$ cat src/rtl/cnn_pkg.sv
// Shared CNN datapath types.
//   DATA_WIDTH : default pixel width (two's-complement signed fixed point)
//   pixel_t    : signed pixel of DATA_WIDTH bits
//   smax       : signed maximum of two pixels
package cnn_pkg;

  localparam int DATA_WIDTH = 24;

  typedef logic signed [DATA_WIDTH-1:0] pixel_t;

  function automatic pixel_t smax(input pixel_t a, input pixel_t b);
    return (a > b) ? a : b;
  endfunction

endpackage

$ cat src/rtl/pool_max2.sv
// Combinational two-input signed maximum.
//   a, b : signed operands (WIDTH bits)
//   y    : the larger of a and b; on a tie, b is returned
module pool_max2 #(
  parameter int WIDTH = cnn_pkg::DATA_WIDTH
) (
  input  logic signed [WIDTH-1:0] a,
  input  logic signed [WIDTH-1:0] b,
  output logic signed [WIDTH-1:0] y
);

  // Both operands are declared signed, so this is a full-width two's-complement compare.
  assign y = (a > b) ? a : b;

endmodule

$ cat src/rtl/maxpool2x2_stream.sv
// 2x2 stride-2 max pooling on a raster-scan pixel stream, one-row line buffer,
// no backpressure (every valid_in pixel is accepted).
//   clk       : rising-edge clock
//   rst       : asynchronous active-low reset
//   data_in   : signed input pixel, qualified by valid_in
//   data_out  : signed pooled pixel, qualified by valid_out
//   valid_out : one-cycle pulse per pooled pixel, one cycle after its odd-row/odd-col input
//   last_out  : high with valid_out on the final pooled pixel of a frame
// Build option: define MAXPOOL_RELU_EN to clamp negative pooled results to zero.
module maxpool2x2_stream #(
  parameter int DATA_WIDTH = cnn_pkg::DATA_WIDTH,
  parameter int IMG_WIDTH  = 10,
  parameter int IMG_HEIGHT = 10
) (
  input  logic                         clk,
  input  logic                         rst,
  input  logic signed [DATA_WIDTH-1:0] data_in,
  input  logic                         valid_in,
  output logic signed [DATA_WIDTH-1:0] data_out,
  output logic                         valid_out,
  output logic                         last_out
);

  import cnn_pkg::*;

  localparam int CW       = (IMG_WIDTH  > 1) ? $clog2(IMG_WIDTH)  : 1;
  localparam int RW       = (IMG_HEIGHT > 1) ? $clog2(IMG_HEIGHT) : 1;
  localparam int LB_DEPTH = IMG_WIDTH / 2;
  localparam int LB_IW    = (LB_DEPTH > 1) ? $clog2(LB_DEPTH) : 1;

  localparam logic [CW-1:0] COL_LAST      = CW'(IMG_WIDTH - 1);
  localparam logic [RW-1:0] ROW_LAST      = RW'(IMG_HEIGHT - 1);
  // Last column/row that belongs to a complete 2x2 window; a trailing odd
  // column or row lies beyond these and only advances the counters.
  localparam logic [CW-1:0] GRID_COL_LAST = CW'(2 * (IMG_WIDTH / 2) - 1);
  localparam logic [RW-1:0] GRID_ROW_LAST = RW'(2 * (IMG_HEIGHT / 2) - 1);

  logic [CW-1:0]                 col;
  logic [RW-1:0]                 row;
  logic signed [DATA_WIDTH-1:0]  hold;
  logic signed [DATA_WIDTH-1:0]  linebuf [LB_DEPTH];

  logic                          in_grid;
  logic                          last_pix;
  logic [LB_IW-1:0]              lb_idx;
  logic signed [DATA_WIDTH-1:0]  lb_rd;
  logic signed [DATA_WIDTH-1:0]  hold_max;
  logic signed [DATA_WIDTH-1:0]  pair_max;
  logic signed [DATA_WIDTH-1:0]  pool_val;

  assign in_grid  = (col <= GRID_COL_LAST) && (row <= GRID_ROW_LAST);
  assign last_pix = (col == GRID_COL_LAST) && (row == GRID_ROW_LAST);
  assign lb_rd    = linebuf[lb_idx];

  // Odd row, even col: fold the incoming pixel into the upper-row pair max.
  pool_max2 #(.WIDTH(DATA_WIDTH)) u_hold_max (
    .a (data_in),
    .b (lb_rd),
    .y (hold_max)
  );

  // Odd col: combine with the even-col value in hold. On an even row this is
  // the upper-row pair stored to the line buffer; on an odd row it is the
  // complete 2x2 window maximum.
  pool_max2 #(.WIDTH(DATA_WIDTH)) u_out_max (
    .a (hold),
    .b (data_in),
    .y (pair_max)
  );

  // NOTE: every signal driven in always_comb gets a value on every path
  // (defaults first), otherwise synthesis infers a latch.
  always_comb begin
    lb_idx   = '0;
    pool_val = pair_max;
    // Out-of-grid columns would index past the buffer; park the read on entry 0.
    if (in_grid) lb_idx = LB_IW'(col >> 1);
`ifdef MAXPOOL_RELU_EN
    pool_val = pair_max[DATA_WIDTH-1] ? '0 : pair_max;
`else
    pool_val = pair_max;
`endif
  end

  // NOTE: clocked state uses non-blocking (<=) so every register samples
  // pre-edge values regardless of statement order.
  always_ff @(posedge clk or negedge rst) begin
    if (!rst) begin
      col       <= '0;
      row       <= '0;
      hold      <= '0;
      data_out  <= '0;
      valid_out <= 1'b0;
      last_out  <= 1'b0;
    end else begin
      valid_out <= 1'b0;
      last_out  <= 1'b0;
      if (valid_in) begin
        if (col == COL_LAST) begin
          col <= '0;
          row <= (row == ROW_LAST) ? '0 : row + RW'(1);
        end else begin
          col <= col + CW'(1);
        end

        if (in_grid) begin
          case ({row[0], col[0]})
            2'b00: hold <= data_in;
            2'b10: hold <= hold_max;
            2'b11: begin
              data_out  <= pool_val;
              valid_out <= 1'b1;
              last_out  <= last_pix;
            end
            default: ;
          endcase
        end
      end
    end
  end

  // NOTE: the line buffer is deliberately not reset; each entry is written on
  // an even row before the following odd row reads it, so stale contents never
  // reach the output and the array can map to plain storage.
  always_ff @(posedge clk) begin
    if (valid_in && in_grid && !row[0] && col[0]) begin
      linebuf[lb_idx] <= pair_max;
    end
  end

endmodule

$ cat config.mk
export PLATFORM = sky130hd
export DESIGN_NAME = maxpool2x2_stream
export DESIGN_NICKNAME = d
export VERILOG_FILES = /design/src/rtl/cnn_pkg.sv /design/src/rtl/pool_max2.sv /design/src/rtl/maxpool2x2_stream.sv
export SDC_FILE = /design/constraint.sdc
export NUM_CORES = 1
export LEC_CHECK = 0
export CORE_MARGIN = 8
export CORE_UTILIZATION = 55
export DETAILED_ROUTE_END_ITERATION = 10
export PLACE_DENSITY_LB_ADDON = 0.1
export SLEW_MARGIN = 10
export SYNTH_ARGS = -nofsm -noshare
export SYNTH_HDL_FRONTEND = slang
export SYNTH_HIERARCHICAL = 1
export SYNTH_SLANG_ARGS = --single-unit
$ cat constraint.sdc
create_clock -name clk -period 6.5 [get_ports clk]
set_input_delay 1.95 -clock clk [delete_from_list [all_inputs] [get_ports clk]]
set_output_delay 1.95 -clock clk [all_outputs]
set_load 0.02 [all_outputs]
==> impl_metrics.csv, run 1 <==
group,metric,value,unit
layout,fin_nets,1041,
place,gp_congestion,0.9213,
logic_synthesis,ys_seq_area_frac,0.4851,
detailed_routing,vias_per_cell,6.905,
critical_path,crit_cells,9,
global_routing,antenna_found_initial,0,
logic_synthesis,ys_ff_latch,178,
critical_path,reg2reg_to,"hold[15]$_DFFE_PN0P_",
critical_path,crit_path_max_incr_delay,680,ps
detailed_routing,drt_pass1_iterations,5,
pwr,clock_power_share,0.163,
sta,fin_crit_sh,0.8108,
sta,hold_violations,0,
die,rows,50,
clocking,clock-sinks,178,
pwr,vdd_drop_max,329.7,µV
layout,layout-drive-gt1-share,0.1267,
critical_path,worstPathRequired,6870,ps
global_routing,busiest_layer,"met2",
detailed_routing,drtIter0Drc,638,
critical_path,r2r_start,"row[2]$_DFFE_PN0P_",
clocking,post_cts_resized,0,
place,port_buffers,52,
detailed_routing,postRouteAntennaNets,0,
place,dp_hpwl,19980,µm
die,dieArea,0.02361,mm²
die,start_util,0.5590,
global_routing,grt_use_total,0.2504,
layout,diodes,0,
global_routing,grt_pass1_vias,8327,
pwr,power.leakage,4.353,nW
die,die_w,153.7,µm
logic_synthesis,postSynthAreaPerCell,10.92,µm²
logic_synthesis,ys_types,54,
critical_path,cp_max_fo,24,
sta,maxSlewViolCount,0,
global_routing,overflow,0,
place,dp.cells,1181,
logic_synthesis,synth_common_cells,"120 x edfxtp_1, 58 x clkbuf_1, 58 x dfrtp_1, 57 x nand3_1",
clocking,clockRootBuffer,"clkbuf_16",
clocking,clock_latency,430,ps
clocking,hold_buffers,0,
hold_path,hold_class,"reg -> reg",
sta,max_freq,189.8,MHz
logic_synthesis,yosys_warnings,6,
sta,fin_crit,5270,ps
critical_path,worstSetupStartpoint,"data_in[23]",
clocking,htreeDepth,4,
sta,timing.slew.headroom,0.2298,
logic_synthesis,yosysMostFrequentCell,"edfxtp_1",
critical_path,crit_path_start_kind,"input pin",
logic_synthesis,synth_edf_count,120,
sta,rsz0062_at_grt,"false",
global_routing,grt_pass1_wl,46290,µm
critical_path,reg2regPathDepth,14,
critical_path,worstPathArrival,5640,ps
pwr,switchingPower,2.837,mW
logic_synthesis,async_flop_share,0.3258,
die,design.core.area,0.01864,mm²
layout,area_delta_synth_final,11.86,%
pwr,p_comb_frac,0.538,
detailed_routing,wl,29420,µm
logic_synthesis,synth_top_area_frac,0.3458,
global_routing,grt_max_degree,59,
pwr,swShare,0.4556,
critical_path,crit_end,"data_out[1]$_DFFE_PN0P_",
critical_path,cp_cell_sequence,"clkdlybuf4s50_1, inv_1, ha_1, nand3_1, nor4_1, nand3b_1, and4_4, o211ai_1, mux2_1",
outcome,status,"finished, final reports clean",
clocking,cts_buffer_depth,2,
pwr,p_total,6.226,mW
logic_synthesis,synth_area,0.01042,mm²
logic_synthesis,synth_ff_type,"edfxtp_1",
critical_path,path_class,"in -> reg",
global_routing,met1_usage,0.3116,
layout,nFillCells,1481,
die,ios,53,
pwr,p_per_area,534.1,mW/mm²
detailed_routing,remaining_drc_errors,0,
clocking,cts_tree,"yes",
pwr,power_frac_seq,0.299,
sta,worstMarginPinSlew,1155,ps
layout,stdcell_count,1213,
detailed_routing,vias,8376,
die,chipHeight,153.7,µm
global_routing,met2_usage,0.4129,
sta,finalSetupTns,0,ps
clocking,cts_made_buffers,17,
clocking,post_cts_buffers,0,
logic_synthesis,synth_largest_area_cell,"edfxtp_1",
clocking,clkTransAtPathRegs,70,ps
global_routing,use_met3,0.03952,
critical_path,crit_buf_inv,2,
detailed_routing,wl_per_cell,24.26,µm
critical_path,crit_path_end_kind,"register",
critical_path,r2r_slack,1280,ps
logic_synthesis,syn_inst,954,
layout,seqCellArea,0.005056,mm²
pwr,intPower,3.389,mW
flow_run,drv_cap,0,
logic_synthesis,synthTopCellsByArea,"edfxtp_1 35%, dfrtp_1 14%, ha_1 5.8%",
logic_synthesis,syn_nets,1029,
layout,multi_input_area,0.004772,mm²
critical_path,crit_slowest_cell,"nand3b_1",
sta,setup_violations,0,
critical_path,crit_family,"simple AND/OR/NAND/NOR gates",
sta,clock_skew,10.75,ps
[sequential cells by signal, summed over array words and instances, names as in the netlist]
name,count
data_out,24
linebuf,120
row,4
valid_out,1
col,4
last_out,1
hold,24
[layer usage]
layer / vias to the layer above / wire, µm
li1: 3754 / -
met1: 4163 / 12060
met2: 397 / 14190
met3: 62 / 1845
met4: 0 / 1327
met5: - / 0
[area by class of cell]
type / instances / area share
multi-input combinational: 631 / 0.4094
sequential: 178 / 0.4337
clock buffer: 17 / 0.03649
tap: 234 / 0.02512
timing repair buffer: 82 / 0.06354
inverter: 56 / 0.01803
clock inverter: 15 / 0.01374
[power by group through the flow]
stage / Sequential [mW] / Clock, mW / Combinational (mW)
after global placement: 1.87 / 0 / 3.21
after CTS: 1.86 / 1.03 / 3.31
final: 1.86 / 1.02 / 3.35
after global routing: 1.89 / 1.07 / 3.66
after floorplan: 1.87 / 0 / 2.31
after detailed placement: 1.88 / 0 / 3.30
[metrics by stage]
step / hold WS (ps) / area [µm²] / worst slack [ps] / util
5_1_grt: 510.9 / 11660 / 1077 / 0.6253
6_report: 488.7 / 11660 / 1230 / 0.6253
2_1_floorplan: 477.0 / 10420 / 1056 / -
3_3_place_gp: 467.9 / 11070 / 1069 / 0.5939
4_1_cts: 490.6 / 11660 / 1323 / 0.6253
3_5_place_dp: 475.6 / 11070 / 949.9 / 0.5939
[logic make-up (layout without fill, tap and decap cells)]
kind of cell / Yosys count / after routing / synth area share
xor gates and xnor gates: 4 / 4 / 0.003362
and+or+nand+nor: 220 / 220 / 0.1226
AOI/OAI and AO/OA: 310 / 310 / 0.2202
DFF: 178 / 178 / 0.4851
muxes: 49 / 49 / 0.04995
adders and majority gates: 48 / 48 / 0.05763
buffers and inverters: 145 / 170 / 0.06123
[worst min-delay path by stage]
| stage | start | end | slack (ps) | cells past startpoint |
|---|---|---|---|---|
| 2_1_floorplan | hold[0]$_DFFE_PN0P_ | hold[0]$_DFFE_PN0P_ | 480 | 2 |
| 3_3_place_gp | data_out[15]$_DFFE_PN0P_ | data_out[15]$_DFFE_PN0P_ | 470 | 1 |
| 3_5_place_dp | data_out[8]$_DFFE_PN0P_ | data_out[8]$_DFFE_PN0P_ | 480 | 1 |
| 4_1_cts | data_out[8]$_DFFE_PN0P_ | data_out[8]$_DFFE_PN0P_ | 490 | 1 |
| 5_1_grt | data_out[15]$_DFFE_PN0P_ | data_out[15]$_DFFE_PN0P_ | 510 | 1 |
| 6_report | data_out[8]$_DFFE_PN0P_ | data_out[8]$_DFFE_PN0P_ | 490 | 1 |
[placed cells by master (no fill, tap or decap), drive strengths merged, types with 7 or more instances in the layout]
| cell | count |
|---|---|
| edfxtp | 120 |
| o21ai | 83 |
| inv | 66 |
| dfrtp | 58 |
| nand3 | 57 |
| nand4 | 57 |
| a211oi | 52 |
| o211ai | 52 |
| clkdlybuf4s50 | 51 |
| ha | 48 |
| a22oi | 47 |
| nand2 | 36 |
| nor2b | 32 |
| buf | 31 |
| mux2i | 25 |
| mux2 | 24 |
| a31oi | 23 |
| o221ai | 23 |
| a21oi | 20 |
| clkbuf | 17 |
| nor2 | 7 |
No activity file was read; power rests on OpenSTA's default activity.
==> run 2, diff against run 1 <==
Clock period 6.5 ns to 4.3 ns, I/O delays scaled along.
==> run 2 against run 1 <==
  * Critical path type is now reg -> reg
  * Hold slack worse by 3.5 ps
  * Combinational power increased by 72%
  * Sequential share of layout area fell by 2.5 points
  * Sequential power is 51% higher
  * Utilization rose by 3.7 points
  * Critical path depth is 4 higher
  * Largest cell class unchanged
  * Design area up 6.0%
  * Clock skew rose by 3.1 ps
  * Register-to-register slack got worse by 1100 ps
==> impl_metrics.csv, run 2 (synthesis results as in run 1) <==
group,metric,value,unit
outcome,status,"finished, final reports clean",
flow_run,drv_cap,0,
clocking,hold_buffers,0,
layout,top_regs,"linebuf (120), data_out (24), hold (24)",
detailed_routing,wl,33500,µm
hold_path,hold_class,"reg -> reg",
global_routing,grt_pass1_wl,52120,µm
sta,layout_setup_ws,158.7,ps
sta,worstMarginPinSlew,847.8,ps
layout,diodes,0,
critical_path,cp_max_fo,14,
die,dieArea,0.02361,mm²
detailed_routing,postRouteAntennaNets,0,
detailed_routing,remaining_drc_errors,0,
clocking,post_cts_buffers,0,
layout,final_common_cell,"edfxtp_1",
clocking,clock-sinks,178,
detailed_routing,drt_pass1_iterations,6,
critical_path,crit_path_end_kind,"register",
clocking,htreeDepth,4,
critical_path,crit_path_start_kind,"register",
place,dp_hpwl,22890,µm
sta,setup_violations,0,
clocking,clkTransAtPathRegs,80,ps
place,gp_congestion,0.9855,
clocking,post_cts_resized,0,
global_routing,grt_use_total,0.2855,
sta,hold_violations,0,
clocking,cts_tree,"yes",
critical_path,worstPathArrival,4450,ps
die,die_w,153.7,µm
layout,post-route-util,0.6628,
layout,regMostFlops,"linebuf",
layout,layout-drive-gt1-share,0.2013,
die,rows,50,
clocking,clockRootBuffer,"clkbuf_16",
pwr,power.leakage,4.781,nW
sta,timing.slew.headroom,0.4348,
pwr,p_per_area,814.9,mW/mm²
sta,fin_crit_sh,0.9631,
layout,fin_nets,1130,
global_routing,antenna_found_initial,0,
clocking,cts_made_buffers,17,
place,port_buffers,52,
sta,maxSlewViolCount,0,
clocking,cts_buffer_depth,2,
critical_path,path_class,"reg -> reg",
die,start_util,0.5590,
detailed_routing,vias,8821,
layout,layout_common_cells,"120 x edfxtp_1, 117 x buf_4, 57 x nand3_1, 57 x dfrtp_1",
detailed_routing,vias_per_cell,6.775,
layout,largest_reg_flops,120,
global_routing,grt_pass1_vias,8978,
sta,max_freq,241.5,MHz
global_routing,overflow,0,
pwr,vdd_drop_max,453.5,µV
die,ios,53,
die,design.core.area,0.01864,mm²
die,chipHeight,153.7,µm
critical_path,worstPathRequired,4610,ps
clocking,clock_latency,440,ps
layout,area_delta_synth_final,18.56,%
sta,clock_skew,13.88,ps
critical_path,r2r_slack,160,ps
global_routing,grt_max_degree,49,
sta,rsz0062_at_grt,"false",
detailed_routing,wl_per_cell,25.73,µm
place,preCtsSetupSlack,-86.93,ps
sta,fin_crit,4141,ps
detailed_routing,drtIter0Drc,979,
==> run 2: through the flow <==
step | instances | hold WS, ps | area (µm²) | setup TNS [ps] | total power, mW
after floorplan | 954 | 477.0 | 10430 | 0 | 6.325
after global placement | 1270 | 468.5 | 11780 | -298.2 | 8.333
after detailed placement | 1270 | 476.0 | 11780 | -1601 | 8.483
after CTS | 1302 | 490.4 | 12350 | 0 | 9.996
after global routing | 1302 | 518.5 | 12360 | 0 | 10.63
final | 1302 | 485.3 | 12360 | 0 | 10.07
==> run 2: power by group <==
part	internal (mW)	leakage (nW)	switching (mW)
combinational	2.21	2.69	3.56
sequential	2.49	1.82	0.312
clock	0.768	0.274	0.732
==> run 2: worst max-delay path, cell delays in order, from the launching register on <==
cell	delay, ps
dfrtp_1	490
o21a_1	530
buf_4	290
o221ai_1	360
inv_1	130
ha_1	320
nand4_1	130
or4_4	470
or4_1	500
buf_4	210
nand3_1	110
o211ai_2	100
mux2i_1	270
o21ai_1	90
==> run 2: final timing paths <==
check,startpoint,to,depth (start not counted)
max in group asynchronous,rst,col[2]$_DFFE_PN0P_,2
min reg2reg,data_out[15]$_DFFE_PN0P_,data_out[15]$_DFFE_PN0P_,1
min in group asynchronous,rst,hold[6]$_DFFE_PN0P_,1
max reg2reg,row[2]$_DFFE_PN0P_,hold[14]$_DFFE_PN0P_,13
max,row[2]$_DFFE_PN0P_,hold[14]$_DFFE_PN0P_,13
min,data_out[15]$_DFFE_PN0P_,data_out[15]$_DFFE_PN0P_,1
==> run 2: area by class of cell <==
type / instances / area (µm²)
fill: 1456 / 6287
timing repair buffer: 171 / 1434
inverter: 56 / 210.2
tap: 234 / 292.8
multi-input combinational: 631 / 4795
clock buffer: 17 / 425.4
sequential: 178 / 5056
clock inverter: 15 / 142.6
==> run 2: metal layers <==
layer / track usage / wire (µm) / vias to the layer above
li1: - / - / 3926
met1: 0.3603 / 13420 / 4331
met2: 0.4601 / 15810 / 471
met3: 0.05661 / 2700 / 93
met4: 0.1470 / 1571 / 0
met5: 0 / 0 / -
